File: config.mk
export PLATFORM = sky130hd
export DESIGN_NAME = muli_elastic
export DESIGN_NICKNAME = d
export VERILOG_FILES = /design/src/rtl/muli_elastic_pkg.sv /design/src/rtl/muli_elastic_pipe_stage.sv /design/src/rtl/muli_elastic.sv
export SDC_FILE = /design/constraint.sdc
export NUM_CORES = 1
export LEC_CHECK = 0
export ABC_AREA = 1
export CORE_MARGIN = 1.5
export CORE_UTILIZATION = 54
export CTS_BUF_LIST = sky130_fd_sc_hd__clkbuf_8 sky130_fd_sc_hd__clkbuf_16
export DETAILED_ROUTE_END_ITERATION = 7
export GPL_TIMING_DRIVEN = 0
export PLACE_DENSITY = 0.7
export SYNTH_ARGS = -nofsm -noshare
export SYNTH_HDL_FRONTEND = slang
export SYNTH_SLANG_ARGS = --single-unit
export TNS_END_PERCENT = 20
File: constraint.sdc
create_clock -name clk -period 9.9 [get_ports clk]
set_input_delay 1.98 -clock clk [delete_from_list [all_inputs] [get_ports clk]]
set_output_delay 1.98 -clock clk [all_outputs]
set_load 0.01 [all_outputs]
File: src/rtl/muli_elastic_pkg.sv
// muli_elastic_pkg: shared multiplier constants and the extend/multiply/select helper.
//   MULI_MAX_LATENCY : deepest legal pipeline
//   mul_select       : w-bit operands (in the low bits of 64-bit args) -> selected w-bit product half
package muli_elastic_pkg;

    localparam int MULI_MAX_LATENCY = 8;

    function automatic logic [63:0] mul_select(
        input logic [63:0] a,
        input logic [63:0] b,
        input int          w,
        input logic        sgn,
        input logic        high
    );
        logic [127:0] mask, ea, eb, p;
        mask = (128'd1 << w) - 128'd1;
        ea = {64'd0, a} & mask;
        eb = {64'd0, b} & mask;
        if (sgn && a[6'(w - 1)]) ea = ea | ~mask;
        if (sgn && b[6'(w - 1)]) eb = eb | ~mask;
        // Keep only the 2w-bit product so the high slice has no stray upper bits.
        p = (ea * eb) & ((128'd1 << (2 * w)) - 128'd1);
        return high ? 64'(p >> w) : 64'(p & mask);
    endfunction

endpackage

File: src/rtl/muli_elastic_pipe_stage.sv
// elastic_pipe_stage: one elastic register slice with its own valid bit.
//   up_valid/d   : upstream valid and data
//   down_ready   : ready of the next slice (or consumer)
//   ready        : this slice can load (empty or draining)
//   valid/q      : registered valid and data
module elastic_pipe_stage #(
    parameter int W = 32
) (
    input  logic         clk,
    input  logic         rst,
    input  logic         up_valid,
    input  logic [W-1:0] d,
    input  logic         down_ready,
    output logic         ready,
    output logic         valid,
    output logic [W-1:0] q
);

    // An empty slice always loads, which is what lets bubbles collapse under back-pressure.
    assign ready = !valid || down_ready;

    always_ff @(posedge clk or negedge rst) begin
        if (!rst) begin
            valid <= 1'b0;
            q     <= '0;
        end else if (ready) begin
            valid <= up_valid;
            q     <= d;
        end
    end

endmodule

File: src/rtl/muli_elastic.sv
// muli_elastic: elastic-handshake integer multiplier with per-stage valid bits.
//   clk, rst (async, active-low)
//   lhs/lhs_valid/lhs_ready, rhs/rhs_valid/rhs_ready : joined operand channels
//   result/result_valid/result_ready                   : product channel
module muli_elastic
    import muli_elastic_pkg::*;
#(
    parameter int DATA_TYPE = 32,
    parameter int LATENCY   = 4,
    parameter int SIGNED    = 0,
    parameter int HIGH_HALF = 0
) (
    input  logic                 clk,
    input  logic                 rst,
    input  logic [DATA_TYPE-1:0] lhs,
    input  logic                 lhs_valid,
    input  logic [DATA_TYPE-1:0] rhs,
    input  logic                 rhs_valid,
    input  logic                 result_ready,
    output logic [DATA_TYPE-1:0] result,
    output logic                 result_valid,
    output logic                 lhs_ready,
    output logic                 rhs_ready
);

    if (LATENCY < 1 || LATENCY > MULI_MAX_LATENCY) begin : g_bad_latency
        $error("muli_elastic: LATENCY must be 1..%0d", MULI_MAX_LATENCY);
    end
    if (DATA_TYPE < 2 || DATA_TYPE > 64) begin : g_bad_width
        $error("muli_elastic: DATA_TYPE must be 2..64");
    end

    // v[0] is the joined input valid; rdy[LATENCY+1] is the consumer.
    logic [LATENCY:0]   v;
    logic [LATENCY+1:1] rdy;

    assign v[0]             = lhs_valid && rhs_valid;
    assign rdy[LATENCY + 1] = result_ready;
    assign lhs_ready        = rdy[1] && rhs_valid;
    assign rhs_ready        = rdy[1] && lhs_valid;
    assign result_valid     = v[LATENCY];

    if (LATENCY == 1) begin : g_l1
        elastic_pipe_stage #(.W(DATA_TYPE)) u_s1 (
            .clk        (clk),
            .rst        (rst),
            .up_valid   (v[0]),
            .d          (DATA_TYPE'(mul_select(64'(lhs), 64'(rhs), DATA_TYPE, 1'(SIGNED), 1'(HIGH_HALF)))),
            .down_ready (rdy[2]),
            .ready      (rdy[1]),
            .valid      (v[1]),
            .q          (result)
        );
    end else begin : g_ln
        logic [2*DATA_TYPE-1:0] ops;
        logic [DATA_TYPE-1:0]   dq [2:LATENCY];

        // Operands are registered first so the multiplier sees a full cycle.
        elastic_pipe_stage #(.W(2 * DATA_TYPE)) u_s1 (
            .clk        (clk),
            .rst        (rst),
            .up_valid   (v[0]),
            .d          ({lhs, rhs}),
            .down_ready (rdy[2]),
            .ready      (rdy[1]),
            .valid      (v[1]),
            .q          (ops)
        );

        elastic_pipe_stage #(.W(DATA_TYPE)) u_s2 (
            .clk        (clk),
            .rst        (rst),
            .up_valid   (v[1]),
            .d          (DATA_TYPE'(mul_select(64'(ops[2*DATA_TYPE-1:DATA_TYPE]), 64'(ops[DATA_TYPE-1:0]),
                                               DATA_TYPE, 1'(SIGNED), 1'(HIGH_HALF)))),
            .down_ready (rdy[3]),
            .ready      (rdy[2]),
            .valid      (v[2]),
            .q          (dq[2])
        );

        for (genvar k = 3; k <= LATENCY; k++) begin : g_delay
            elastic_pipe_stage #(.W(DATA_TYPE)) u_s (
                .clk        (clk),
                .rst        (rst),
                .up_valid   (v[k-1]),
                .d          (dq[k-1]),
                .down_ready (rdy[k+1]),
                .ready      (rdy[k]),
                .valid      (v[k]),
                .q          (dq[k])
            );
        end

        assign result = dq[LATENCY];
    end

endmodule
After elaboration in Yosys (flattened, before gate mapping). Index checks and enable logic that the tools add are counted.

Memory bits (read-only): 0. Flip-flop bits (word level): 164. Word-level logic and storage cells: 20. Bits in writable memories: 0. Memories: 0. Output and inout bits: 35. Bits in latches: 0.

Magnitude comparators: 0. Equality and inequality tests: 0. Multiplexer cells: 0. Shifts and indexed selects: 0. Multipliers: 1. Add/sub/neg operators: 0. Divide/modulo/power cells: 0. Bitwise logic cells: 0. Reduce and logical (&&, ||, !) cells: 11.

Operators by type and width (number): $mul A32 B32 Y32 (1); $logic_not A1 Y1 (4); $logic_or A1 B1 Y1 (4); $logic_and A1 B1 Y1 (3).

Logic depth before layout (Yosys ltp).
Depth after elaboration: 6. Gate-level depth with buffers: 32. Mapped depth without buffers: 30.

By module. A second synthesis with hierarchy kept.

Cells, all modules: 3033. Area, all modules: 23566.4 µm².

Modules (own cells, without submodules): muli_elastic (times used 1, area an instance 16887.4 µm², sequential area each 0.0 µm², cells an instance 2322); elastic_pipe_stage (g_ln.g_delay[3].u_s ...) (times used 3, area an instance 1366.3 µm², sequential area each 825.8 µm², cells an instance 143); elastic_pipe_stage (g_ln.u_s1) (times used 1, area an instance 2580.0 µm², sequential area each 1626.6 µm², cells an instance 282).

Worst setup path after synthesis. OpenSTA, ideal clock, no wires.

Path type: register to register. Start point: reg g_ln.u_s1.q[45]. End point: reg g_ln.u_s2.q[29]. Slack: 3.370 ns. Data required time: 9.779 ns. Arrival: 6.410 ns. Stages on the path, launching flop included: 29. Library setup time: 0.121 ns. Clock period less this slack: 6.530 ns. Path through: dfrtp_1 -> clkbuf_1 -> clkbuf_1 -> nand2_1 -> fa_1 -> fa_1 -> fa_1 -> inv_1 -> fa_1 -> inv_1 -> fa_1 -> inv_1 -> fa_1 -> fa_1 -> fa_1 -> ha_1 -> nand2_1 -> nor2_1 -> inv_1 -> nor3_1 -> nand3_1 -> nand3_1 -> nand3_1 -> nand2_1 -> nand3_1 -> nand2_1 -> nand2_1 -> nand3_1 -> o21ai_1.

Word-level cells in the longest chain between the ends: 1.

Ends and longest elaborated chain: start, declared (RTL line muli_elastic_pipe_stage.sv:16) `output logic [W-1:0] q`; start signal, assigned (RTL line muli_elastic_pipe_stage.sv:25) `q <= '0;`; start signal, assigned (RTL line muli_elastic_pipe_stage.sv:28) `q <= d;`; $mul A32 B32 Y32 (RTL line muli_elastic_pkg.sv:22) `p = (ea * eb) & ((128'd1 << (2 * w)) - 128'd1);`; end signal, assigned (RTL line muli_elastic_pipe_stage.sv:25); end signal, assigned (RTL line muli_elastic_pipe_stage.sv:28); end, declared (RTL line muli_elastic_pipe_stage.sv:16).

Every way passes these cells. A chain may end at the register's enable or synchronous reset.

Final worst setup path.
Start point: reg g_ln.u_s1.q[4]. End point: reg g_ln.u_s2.q[26].

Same word-level chain as after synthesis.

==> qor.csv <==
stage;metric;value;unit
outcome;status;completed;
logic_synthesis;synth.top_cell.area_share;35.0;%
worst_setup_path;arrival;8.40;ns
logic_synthesis;syn_avg_cell_area;7.70;um2
timing;skew;0.0184;ns
die;ioPinCount;104;
logic_synthesis;syn_area;23300;um2
global_route;grt_use_total;32.7;%
timing;max_freq;0.124;GHz
cts;root_buffer;clkbuf_16;
die;die_w;211;um
timing;tns;0;ns
finish;layout-drive-gt1-share;4.20;%
timing;period_share;81.6;%
cts;cts_resized;0;
logic_synthesis;ys_seq_elements;164;
detailed_routing;dr.first_iter.drc_count;1570;
finish;final_net_count;3753;
global_route;grt_pass1_wl;108000;um
logic_synthesis;synth_common_cells;nand2_1 (1022), inv_1 (841), fa_1 (408), dfrtp_1 (164), ha_1 (123);
min_path;hold_class;flop to flop;
cts;clk_pin_slew;0.07;ns
logic_synthesis;yosysTopAreaCell;fa_1;
logic_synthesis;synth-edff-count;0;
detailed_routing;wl_per_cell;18.2;um
timing;grt_setup_unrepaired;false;
worst_setup_path;path_class;flop to flop;
global_route;grt_max_degree;109;
timing;setup_violations;0;
logic_synthesis;synthCells;3030;
cts;cts_tree;yes;
timing;maxSlewViolCount;0;
detailed_routing;via_per_inst;5.02;
logic_synthesis;synth_flop_cell;dfrtp_1;
worst_setup_path;crit_top_cell;fa_1;
worst_setup_path;r2r_slack;1.82;ns
detailed_routing;remaining_drc_errors;0;
place;io_buffer_count;103;
cts;cts_post_setup_buffers_inserted;0;
cts;clockBufferDepth;2;
worst_setup_path;critPathRequiredTime;10.22;ns
min_path;min_path_cells;2;
flow_run;drv_cap;0;
worst_setup_path;cpPeakStageDelay;0.66;ns
worst_setup_path;critPathSlowestCell;clkbuf_1;
logic_synthesis;yosysMostFrequentCell;nand2_1;
global_route;grt_pass1_vias;19713;
cts;cts_hold_buffers;0;
worst_setup_path;path_max_fanout;10;
cts;htree_num_levels;4;
global_route;antenna_found_initial;0;
logic_synthesis;async_reset_ff_share;100;%
finish;area_growth;10.1;%
timing;tightest_slew;1.13;ns
worst_setup_path;worst-r2r-cell-count;28;
detailed_routing;totalWireLength;68300;um
detailed_routing;firstDrtPassIters;7;
worst_setup_path;critPathCaptureType;flop;
die;start_util;55.1;%
logic_synthesis;syn_nets;3630;
die;die_h;211;um
cts;insertion_delay;0.48;ns
timing;whs;0.471;ns
cts;cts.sinks;164;
timing;hold_viol_final;0;
worst_setup_path;cp-start-kind;flop;
place;gp_congestion;0.957;
cts;cts_buffers;17;
timing;layout_min_cycle_time;8.08;ns
place;hpwl;56700;um
logic_synthesis;synth.distinct_cells;41;
detailed_routing;ant_nets;0;
logic_synthesis;ys_seq_area_share;17.6;%
die;rows;75;
detailed_routing;vias;18791;
die;coreArea;42300;um2
die;dieArea;44400;um2
finish;n_antenna_cell;0;
timing;relSlewSlack;24.7;%
logic_synthesis;synth.area.top_cells;fa_1 (35%), dfrtp_1 (18%), nand2_1 (16%);
logic_synthesis;yosysWarnings;0;
global_route;grt_remaining_overflow;0;
-- routing by layer --
| layer | GRT usage, % | share of wire [%] | wire, um | vias to the layer above |
|---|---|---|---|---|
| met4 | 17.3 | 5.5 | 3770 | 0 |
| met5 | 0 | 0 | 0 | - |
| li1 | - | - | - | 8740 |
| met2 | 55.3 | 48 | 33000 | 694 |
| met3 | 5.32 | 7.5 | 5140 | 158 |
| met1 | 40.3 | 39 | 26400 | 9199 |
-- cells in the final DEF (no fill, tap or decap), types with 29 or more instances in the layout --
| cell type | count |
|---|---|
| nor2_1 | 29 |
| clkdlybuf4s50_1 | 102 |
| a21oi_1 | 30 |
| buf_4 | 44 |
| nand2_1 | 1022 |
| ha_1 | 123 |
| o21ai_0 | 81 |
| nand3_1 | 59 |
| dfrtp_1 | 164 |
| fa_1 | 408 |
| inv_1 | 841 |
| clkbuf_1 | 98 |
-- logic make-up after synthesis --
logic type | count (synthesis) | share of synthesized area, %
AND/OR/NAND/NOR | 1149 | 19.4
buffers and inverters | 1023 | 17.3
adder cells (fa/ha/maj) | 531 | 41.6
flip-flops | 164 | 17.6
AO/OA/AOI/OAI | 142 | 3.29
XOR/XNOR | 21 | 0.821
-- final cells by class --
type	instances	area, um2
inverter	850	3190
timing repair buffer	104	1060
buffer	173	847
clock buffer	17	425
multi-input combinational	1843	15200
tap	577	722
clock inverter	15	151
sequential	164	4100
fill	3920	16600
-- registers in the layout (all words and copies together) (netlist names) --
signal and cells:
g_ln.u_s1.q 64, g_ln.u_s1.valid 1, g_ln.u_s2.q 32, g_ln.g_delay.u_s.valid 2, g_ln.g_delay.u_s.q 64, g_ln.u_s2.valid 1
-- worst max-delay path, delay by kind of cell (launching register included) --
kind	cells	cell delay [ns]
fa+ha+maj	9	4.20
buf+inv	8	1.68
compound gates	5	0.89
simple gates	6	0.80
flops	1	0.37
-- per-stage QoR --
stage               util, %  cell area (um2)  instances  setup slack, ns
floorplan                 -            23300       3030             3.37
global placement       59.2            25100       3710            0.103
detailed placement     59.3            25100       3711             1.89
CTS                    60.7            25700       3743             1.88
global route           60.7            25700       3743             1.48
finish                 60.7            25700       3743             1.82
-- path summary, 6_finish.rpt --
check	startpoint	endpoint
worst max-delay path	g_ln.u_s1.q[4]	g_ln.u_s2.q[26]
worst min-delay path	g_ln.g_delay[3].u_s.q[23]	g_ln.g_delay[4].u_s.q[23]
worst max register to register	g_ln.u_s1.q[4]	g_ln.u_s2.q[26]
worst min register to register	g_ln.g_delay[3].u_s.q[23]	g_ln.g_delay[4].u_s.q[23]
max in group asynchronous	rst	g_ln.u_s1.q[4]
min in group asynchronous	rst	g_ln.g_delay[3].u_s.q[17]
Power is left out: the tool's default activity adds up to more than one toggle a clock period on the data nets, which glitch-free logic cannot reach.
